==> src/rtl/light_pkg.sv <==
// Shared phase codes, FSM state type and parameter-legality helpers
// for the traffic light sequencer.
package light_pkg;

  localparam logic [1:0] PH_ALLRED = 2'd0;
  localparam logic [1:0] PH_LEFT   = 2'd1;
  localparam logic [1:0] PH_GREEN  = 2'd2;
  localparam logic [1:0] PH_YELLOW = 2'd3;

  typedef enum logic [1:0] {
    ST_ALLRED = PH_ALLRED,
    ST_LEFT   = PH_LEFT,
    ST_GREEN  = PH_GREEN,
    ST_YELLOW = PH_YELLOW
  } state_e;

  // A phase length of t cycles loads t-1, so t may reach 2**cnt_w.
  function automatic bit time_ok(input int t, input int cnt_w);
    return (t >= 1) && (longint'(t) <= (longint'(1) << cnt_w));
  endfunction

  function automatic bit ndir_ok(input int n);
    return (n >= 2) && (n <= 8);
  endfunction

endpackage

==> src/rtl/phase_timer.sv <==
// Down-counter measuring how long the sequencer stays in one phase;
// zero marks the last cycle of the phase.
module phase_timer #(
  parameter int              CNT_W   = 8,
  parameter logic [CNT_W-1:0] RST_VAL = '0
) (
  input  logic             clk,
  input  logic             reset,
  input  logic             load,
  input  logic [CNT_W-1:0] load_val,
  input  logic             dec,
  input  logic             hold,
  output logic             zero
);

  logic [CNT_W-1:0] cnt_q;

  // Load wins over counting; the counter never wraps below zero.
  always_ff @(posedge clk or posedge reset) begin
    if (reset) begin
      cnt_q <= RST_VAL;
    end else if (load) begin
      cnt_q <= load_val;
    end else if (dec && !hold && (cnt_q != '0)) begin
      cnt_q <= cnt_q - 1'b1;
    end
  end

  assign zero = (cnt_q == '0);

endmodule

==> src/rtl/light_seq.sv <==
// Intersection light sequencer: serves N_DIR approaches in rotation through
// ALLRED, optional protected LEFT, GREEN and YELLOW, with an emergency all-red.
module light_seq
  import light_pkg::*;
#(
  parameter int N_DIR    = 2,
  parameter int CNT_W    = 8,
  parameter int T_LEFT   = 8,
  parameter int T_GREEN  = 20,
  parameter int T_YELLOW = 4,
  parameter int T_ALLRED = 2,
  localparam int DW      = (N_DIR > 1) ? $clog2(N_DIR) : 1
) (
  input  logic             clk,
  input  logic             reset,
  input  logic             en,
  input  logic             force_red,
  input  logic [N_DIR-1:0] left_en,
  output logic [N_DIR-1:0] red,
  output logic [N_DIR-1:0] yellow,
  output logic [N_DIR-1:0] green,
  output logic [N_DIR-1:0] left,
  output logic [1:0]       phase,
  output logic [DW-1:0]    cur_dir,
  output logic             cycle_done
);

  if (!ndir_ok(N_DIR) || !time_ok(T_LEFT, CNT_W) || !time_ok(T_GREEN, CNT_W) ||
      !time_ok(T_YELLOW, CNT_W) || !time_ok(T_ALLRED, CNT_W)) begin : g_param_err
    $error("light_seq: illegal N_DIR or phase length for CNT_W");
  end

  localparam logic [CNT_W-1:0] LD_ALLRED = CNT_W'(T_ALLRED - 1);
  localparam logic [CNT_W-1:0] LD_LEFT   = CNT_W'(T_LEFT - 1);
  localparam logic [CNT_W-1:0] LD_GREEN  = CNT_W'(T_GREEN - 1);
  localparam logic [CNT_W-1:0] LD_YELLOW = CNT_W'(T_YELLOW - 1);
  localparam logic [DW-1:0]    DIR_LAST  = DW'(N_DIR - 1);

  state_e             state_q, state_d;
  logic [DW-1:0]      dir_q, dir_d;
  logic               done_q, done_d;
  logic [N_DIR-1:0]   red_q, red_d, yellow_q, yellow_d;
  logic [N_DIR-1:0]   green_q, green_d, left_q, left_d;
  logic               tLoad, tDec, tHold, tZero;
  logic [CNT_W-1:0]   tLoadVal;

  phase_timer #(
    .CNT_W   (CNT_W),
    .RST_VAL (LD_ALLRED)
  ) u_timer (
    .clk      (clk),
    .reset    (reset),
    .load     (tLoad),
    .load_val (tLoadVal),
    .dec      (tDec),
    .hold     (tHold),
    .zero     (tZero)
  );

  // Emergency red beats the enable; a phase ends on the edge its timer reads 0.
  always_comb begin
    state_d  = state_q;
    dir_d    = dir_q;
    done_d   = 1'b0;
    tLoad    = 1'b0;
    tLoadVal = LD_ALLRED;
    tDec     = 1'b0;
    tHold    = 1'b0;
    if (force_red) begin
      state_d = ST_ALLRED;
      tLoad   = 1'b1;
    end else if (!en) begin
      tHold = 1'b1;
    end else if (!tZero) begin
      tDec = 1'b1;
    end else begin
      tLoad = 1'b1;
      case (state_q)
        ST_ALLRED: begin
          if (left_en[dir_q]) begin
            state_d  = ST_LEFT;
            tLoadVal = LD_LEFT;
          end else begin
            state_d  = ST_GREEN;
            tLoadVal = LD_GREEN;
          end
        end
        ST_LEFT: begin
          state_d  = ST_GREEN;
          tLoadVal = LD_GREEN;
        end
        ST_GREEN: begin
          state_d  = ST_YELLOW;
          tLoadVal = LD_YELLOW;
        end
        default: begin
          state_d  = ST_ALLRED;
          tLoadVal = LD_ALLRED;
          if (dir_q == DIR_LAST) begin
            dir_d  = '0;
            done_d = 1'b1;
          end else begin
            dir_d = dir_q + DW'(1);
          end
        end
      endcase
    end
  end

  // Lamps are decoded from the next state so they register alongside it.
  always_comb begin
    red_d    = '1;
    yellow_d = '0;
    green_d  = '0;
    left_d   = '0;
    case (state_d)
      ST_LEFT: begin
        red_d[dir_d]   = 1'b0;
        green_d[dir_d] = 1'b1;
        left_d[dir_d]  = 1'b1;
      end
      ST_GREEN: begin
        red_d[dir_d]   = 1'b0;
        green_d[dir_d] = 1'b1;
      end
      ST_YELLOW: begin
        red_d[dir_d]    = 1'b0;
        yellow_d[dir_d] = 1'b1;
      end
      default: ;
    endcase
  end

  always_ff @(posedge clk or posedge reset) begin
    if (reset) begin
      state_q  <= ST_ALLRED;
      dir_q    <= '0;
      done_q   <= 1'b0;
      red_q    <= '1;
      yellow_q <= '0;
      green_q  <= '0;
      left_q   <= '0;
    end else begin
      state_q  <= state_d;
      dir_q    <= dir_d;
      done_q   <= done_d;
      red_q    <= red_d;
      yellow_q <= yellow_d;
      green_q  <= green_d;
      left_q   <= left_d;
    end
  end

  assign red        = red_q;
  assign yellow     = yellow_q;
  assign green      = green_q;
  assign left       = left_q;
  assign phase      = state_q;
  assign cur_dir    = dir_q;
  assign cycle_done = done_q;

endmodule

==> config.mk <==
export PLATFORM = sky130hd
export DESIGN_NAME = light_seq
export DESIGN_NICKNAME = d
export VERILOG_FILES = /design/src/rtl/light_pkg.sv /design/src/rtl/phase_timer.sv /design/src/rtl/light_seq.sv
export SDC_FILE = /design/constraint.sdc
export NUM_CORES = 1
export LEC_CHECK = 0
export BUFFER_PORTS_ARGS = -buffer_cell sky130_fd_sc_hd__buf_2
export CELL_PAD_IN_SITES_DETAIL_PLACEMENT = 1
export CELL_PAD_IN_SITES_GLOBAL_PLACEMENT = 1
export CORE_UTILIZATION = 43
export DETAILED_ROUTE_END_ITERATION = 8
export PLACE_DENSITY_LB_ADDON = 0.1
export SETUP_SLACK_MARGIN = 0.5
export SLEW_MARGIN = 20
export SYNTH_ARGS = -nofsm -noshare
export SYNTH_HDL_FRONTEND = slang
export SYNTH_SLANG_ARGS = --single-unit
==> constraint.sdc <==
create_clock -name clk -period 2.6 [get_ports clk]
set_input_delay 0.13 -clock clk [delete_from_list [all_inputs] [get_ports clk]]
set_output_delay 0.13 -clock clk [all_outputs]
set_load 0.02 [all_outputs]
==> results of run 1 <==
## cell type report
class / instances / area [um^2] / share of cell area
Clock buffer: 3 / 22.5 / 0.0162
Clock inverter: 1 / 30.0 / 0.0216
Inverter: 7 / 26.3 / 0.0189
Multi-Input combinational cell: 77 / 634 / 0.456
Sequential cell: 20 / 507 / 0.365
Tap cell: 30 / 37.5 / 0.0270
Timing Repair Buffer: 23 / 133 / 0.0954
## cells by family (layout without fill, tap and decap cells)
| logic type | count (synthesis) | count (layout) |
|---|---|---|
| AOI/OAI and AO/OA | 27 | 27 |
| xor gates and xnor gates | 1 | 1 |
| adders and majority gates | 8 | 8 |
| buffers and inverters | 10 | 34 |
| DFF | 20 | 20 |
| muxes | 3 | 3 |
| and+or+nand+nor | 38 | 38 |
## per-layer routing
layer	wire length [um]	up-vias	share of wire	GRT usage
li1	-	453	-	-
met1	1470	489	0.47	0.336
met2	1550	15	0.50	0.383
met3	56	4	0.018	0.0345
met4	34	0	0.011	0.0789
met5	0	-	0	0
## layout by cell type, fill, tap and decap left out, types with 4 or more instances in the layout
| master | instances |
|---|---|
| sky130_fd_sc_hd__buf_2 | 17 |
| sky130_fd_sc_hd__dfrtp_1 | 15 |
| sky130_fd_sc_hd__ha_1 | 7 |
| sky130_fd_sc_hd__inv_1 | 5 |
| sky130_fd_sc_hd__nand2_1 | 5 |
| sky130_fd_sc_hd__buf_4 | 5 |
| sky130_fd_sc_hd__nor2_1 | 4 |
| sky130_fd_sc_hd__o21ai_0 | 4 |
| sky130_fd_sc_hd__a21oi_1 | 4 |
| sky130_fd_sc_hd__and3_1 | 4 |
## worst max-delay path: cells and delay by family (launching register included)
family	cells	cell delay, ns
simple gates	2	0.72
buf+inv	1	0.09
flops	1	0.42
fa+ha+maj	2	0.45
compound gates	2	0.30
## stage by stage
stage	worst slack [ns]	hold slack, ns	instances	power, W
2_1_floorplan	0.574	0.0916	107	0.000572
3_3_place_gp	0.466	0.286	152	0.000625
3_5_place_dp	0.368	0.317	152	0.000637
4_1_cts	0.507	0.149	158	0.000919
5_1_grt	0.450	0.163	161	0.00101
6_report	0.556	0.160	161	0.000964
## sequential cells by signal, summed over array words and instances, names as in the netlist
name	cells
cur_dir	1
left	2
yellow	2
red	2
cycle_done	1
green	2
u_timer.cnt_q	8
phase	2
## worst paths after layout
check                      depth (start not counted)        startpoint          endpoint  slack, ns
min in group asynchronous                          3             reset        cycle_done       0.48
max                                                7  u_timer.cnt_q[1]          green[1]       0.56
max reg2reg                                        7  u_timer.cnt_q[1]          green[1]       0.56
min                                                3                en  u_timer.cnt_q[2]       0.16
max in group asynchronous                          3             reset  u_timer.cnt_q[2]       1.60
min reg2reg                                        1  u_timer.cnt_q[1]  u_timer.cnt_q[1]       0.59
## report_power, final
part | internal (W) | switching [W]
Combinational | 0.000136 | 0.000184
Clock | 0.000156 | 0.000107
Sequential | 0.000346 | 0.0000352
## repair_timing
action                                  CTS  global route
cloned                                    0             0
endpoints found under the setup margin    7             6
pin swaps                                 0             1
endpoints found under the hold margin    17             0
resized for setup                         5             8
hold buffers                              1             0
buffers inserted                          1             3
==> results.cfg, run 1 <==
[timing]
layout_worst_path_cycle_share = 0.786
max_slew_margin = 0.489
final_period_minus_worst_setup_slack_ns = 2.04
maxClockFrequency_mhz = 489
hold_violations = 0
slew_viol_final = 0
setup-tns-final_ns = 0
finalSetupViolations = 0
rsz0062_at_grt = yes
fin_worst_skew_ns = 0.000504
timing_worst_slew_pin_value_ns = 0.765

[die]
core_area_mm2 = 0.00248
floorplan.io_pins = 18
rows = 18
chipWidth_um = 53.3
die_height_um = 53.3
initial_core_util = 0.458
fp.dieArea_mm2 = 0.00285

[synthesis]
synth_compound_area_frac = 0.182
synth_largest_type_area_fraction = 0.375
synth_cell_type_count = 45
synth_top_flop_cell = sky130_fd_sc_hd__dfrtp_1
synthCells = 107
post-synth-top-area-cell = sky130_fd_sc_hd__dfrtp_1
ys.warnings.count = 0
synth-adder-area-share = 0.0883
post_synth_mux_area_share = 0.0276
largest_family_of_logic_cells_by_synthesized_area = simple AND/OR/NAND/NOR gates
synth_xor_area_frac = 0.00773
async_flop_share = 1.00
synth_seq_cells = 20
number_of_enable_type_register_cells_in_the_synthesized_netlist = 0
synth_common_cells = sky130_fd_sc_hd__dfrtp_1 (17), sky130_fd_sc_hd__ha_1 (8), sky130_fd_sc_hd__inv_1 (7)
synth-simple-area-share = 0.209
mappedNetlistNets = 121
cell_types_occupying_the_most_area_after_synthesis = sky130_fd_sc_hd__dfrtp_1 (38%), sky130_fd_sc_hd__ha_1 (8.8%), sky130_fd_sc_hd__dfstp_2 (7.0%), sky130_fd_sc_hd__inv_1 (2.3%), sky130_fd_sc_hd__and3_1 (2.2%)
ys_seq_area_frac = 0.445
post-synth-top-count-cell = sky130_fd_sc_hd__dfrtp_1
avgSynthCellArea_um2 = 10.6
post_synth_instance_area_mm2 = 0.00113

[route]
ant_nets = 0
firstDrtPassIters = 4
dr.first_iter.drc_count = 6
drc_errors = 0
vias = 961
totalWireLength_um = 3110
detail_route.vias_per_cell = 5.97
wl_per_cell_um = 19.3

[layout]
number_of_fill_cells = 287
synthToLayoutAreaGrowth_pct = 22.6
stdcell_area_mm2 = 0.00139
final_util = 0.561
num-nets-final = 146
insertedDiodeCount = 0
fraction_of_final_layout_cells_sized_beyond_drive_strength_1 = 0.344

[grt]
grtUsageTotal = 0.243
grt-ovfl-total = 0
initial_antenna_violation_count = 0
via_count_of_the_first_global_routing_pass = 938
grt_pass1_wl_um = 4830
grt_max_degree = 21

[setup_path]
critPathLaunchType = flop
critical_path.cell_chain = inv_2 > ha_4 > or4bb_4 > nor4_4 > a32oi_2 > ha_1 > a21boi_0
setup.worst_path.end_class = flop
critical-path-max-stage-delay_ns = 0.51
cp_max_fo = 3
path_class = reg2reg
critPathRequiredTime_ns = 2.84
cp_max_stage_cell = sky130_fd_sc_hd__or4bb_4
critical_path_at_ns = 2.28

[min_path]
hold_path_class = in2reg

[power]
power_per_unit_of_standard_cell_area_mw_per_mm2 = 693
leakagePower_nw = 0.645
maximum_resistive_drop_on_vdd_mv = 0.409

[job]
maxCapViolations = 0

[status]
result_of_the_run = finished, final reports clean

[place]
buffer_ports.inserted = 17
detailed_place.area_mm2 = 0.00124
post-dp-hpwl_um = 2100
place_congestion = 0.863

[clocking]
cts.sinks = 20
insertion_delay_ns = 0.31
cts_htree_levels = 1
cts_tree = built
cts-buffers-inserted = 3
worst_setup_hold_path_clk_slew_ns = 0.12
cts_max_path_buffers = 2
cts_root_buf = sky130_fd_sc_hd__clkbuf_4
Note: power is estimated with default switching activity, not from simulation.
==> inputs of run 2 (changes only) <==
clock period = 2 ns   (was 2.6 ns; I/O delays follow)
==> run 2 against run 1 <==
Against the previous run:
- global-route usage is 6.4 points higher
- hold slack improved by 0.021 ns
- highest routed layer unchanged
- critical endpoint is now yellow[0]
- via count is 26% higher
- sequential power rose by 28%
- final area grew 28%
- critical path type unchanged
- the flow now finishes with violations (negative setup slack)
- sequential share of layout area fell by 8.0 points
- clock skew up 0.0017 ns
==> results.cfg, run 2 (same netlist as run 1, synthesis figures left out) <==
[setup_path]
critPathRequiredTime_ns = 2.22
critical_path_at_ns = 2.42
timing.critical_path.buf_inv = 3
crit_cells = 9
worst-r2r-cell-count = 9
setup.worst_path.end_class = flop
critPathLaunchType = flop
critical_path.top_delay_family = simple AND/OR/NAND/NOR gates
critical-path-max-stage-delay_ns = 0.50
cp_max_stage_cell = sky130_fd_sc_hd__or4bb_4
cp_max_fo = 3
path_class = reg2reg
critical_path.cell_chain = inv_2 > ha_4 > or4bb_4 > buf_12 > nor2_4 > buf_4 > a211oi_4 > ha_2 > and3_1

[timing]
max_slew_margin = 0.484
timing_worst_slew_pin_value_ns = 0.773
finalSetupViolations = 11
slew_viol_final = 0
layout_worst_path_cycle_share = 1.10
maxClockFrequency_mhz = 454
rsz0062_at_grt = yes
final_period_minus_worst_setup_slack_ns = 2.20
hold_violations = 0
fin_worst_skew_ns = 0.00216
final_critical_path_setup_slack_ns = -0.201

[grt]
via_count_of_the_first_global_routing_pass = 1191
initial_antenna_violation_count = 0
grtUsageTotal = 0.307
grt_pass1_wl_um = 6000
grt-ovfl-total = 0
grt_max_degree = 21

[die]
initial_core_util = 0.458
core_area_mm2 = 0.00248
die_height_um = 53.3
chipWidth_um = 53.3
floorplan.io_pins = 18
rows = 18
fp.dieArea_mm2 = 0.00285

[layout]
insertedDiodeCount = 0
commonest_non_fill_non_tap_cell_in_the_layout = sky130_fd_sc_hd__buf_4
final_util = 0.716
fraction_of_final_layout_cells_sized_beyond_drive_strength_1 = 0.580
num-nets-final = 177
largest-register = u_timer.cnt_q
synthToLayoutAreaGrowth_pct = 56.4
stdcell_area_mm2 = 0.00177
largest_register_ff_count = 8
final_cell_mix = sky130_fd_sc_hd__buf_4 (31), sky130_fd_sc_hd__dfrtp_1 (17), sky130_fd_sc_hd__buf_2 (17)

[clocking]
worst_setup_hold_path_clk_slew_ns = 0.13
cts-buffers-inserted = 3
cts_htree_levels = 1
cts.sinks = 20
cts_tree = built
insertion_delay_ns = 0.32
cts_max_path_buffers = 2
cts_root_buf = sky130_fd_sc_hd__clkbuf_4

[place]
buffer_ports.inserted = 17
place_congestion = 0.822
detailed_place.area_mm2 = 0.00141
post-dp-hpwl_um = 2410

[power]
leakagePower_nw = 0.841
power_per_unit_of_standard_cell_area_mw_per_mm2 = 865
maximum_resistive_drop_on_vdd_mv = 0.586

[route]
ant_nets = 0
wl_per_cell_um = 26.5
firstDrtPassIters = 4
totalWireLength_um = 5090
dr.first_iter.drc_count = 62
drc_errors = 0
vias = 1215
detail_route.vias_per_cell = 6.33

[min_path]
worstHoldPathCells = 2
hold_path_class = in2reg

[status]
violations = negative setup slack
result_of_the_run = complete, but fails checks

[job]
maxCapViolations = 0
==> run 2: metal layers <==
metal,share of wire,up-vias,global-route usage
met5,0,-,0
met4,0.052,0,0.105
met3,0.061,24,0.0316
met2,0.50,82,0.533
met1,0.39,594,0.388
li1,-,515,-
==> run 2: layout make-up <==
cell class,count,area (um^2)
Multi-Input combinational cell,77,776
Inverter,7,26.3
Sequential cell,20,504
Timing Repair Buffer,54,393
Tap cell,30,37.5
Clock buffer,4,36.3
Fill cell,251,704
==> run 2: final timing paths <==
check / start / end / slack, ns
worst max-delay path: u_timer.cnt_q[1] / yellow[0] / -0.20
worst min-delay path: force_red / u_timer.cnt_q[6] / 0.18
worst max register to register: u_timer.cnt_q[1] / yellow[0] / -0.20
worst min register to register: u_timer.cnt_q[5] / u_timer.cnt_q[5] / 0.72
max in group asynchronous: reset / u_timer.cnt_q[6] / 1.06
min in group asynchronous: reset / u_timer.cnt_q[4] / 0.46
==> run 2: worst reg2reg max path, cell delays in order (launching register included) <==
cell	delay, ns
sky130_fd_sc_hd__dfrtp_1	0.45
sky130_fd_sc_hd__inv_2	0.11
sky130_fd_sc_hd__ha_4	0.13
sky130_fd_sc_hd__or4bb_4	0.50
sky130_fd_sc_hd__buf_12	0.16
sky130_fd_sc_hd__nor2_4	0.15
sky130_fd_sc_hd__buf_4	0.15
sky130_fd_sc_hd__a211oi_4	0.08
sky130_fd_sc_hd__ha_2	0.22
sky130_fd_sc_hd__and3_1	0.15
==> run 2: per-stage QoR <==
step / setup TNS (ns) / hold slack, ns / instances / total power, W / setup WS, ns
3_5_place_dp: -0.641 / 0.294 / 171 / 0.000941 / -0.135
2_1_floorplan: 0 / 0.0616 / 107 / 0.000755 / 0.0625
6_report: -1.34 / 0.182 / 192 / 0.00153 / -0.201
3_3_place_gp: -0.0416 / 0.260 / 171 / 0.000916 / -0.0254
4_1_cts: -0.335 / 0.168 / 183 / 0.00131 / -0.0850
5_1_grt: -1.47 / 0.200 / 192 / 0.00159 / -0.215
==> run 2: repair_timing <==
action                     CTS  global route
setup endpoints to repair   19            20
buffers inserted             7             9
hold buffers                 1             0
hold endpoints to repair    17             0
pin swaps                    8             9
gates cloned                 0             0
gates resized for setup     27            18
==> run 2: where the power goes <==
group / switching (W) / internal [W]
Clock: 0.000148 / 0.000111
Sequential: 0.0000386 / 0.000449
Combinational: 0.000406 / 0.000382
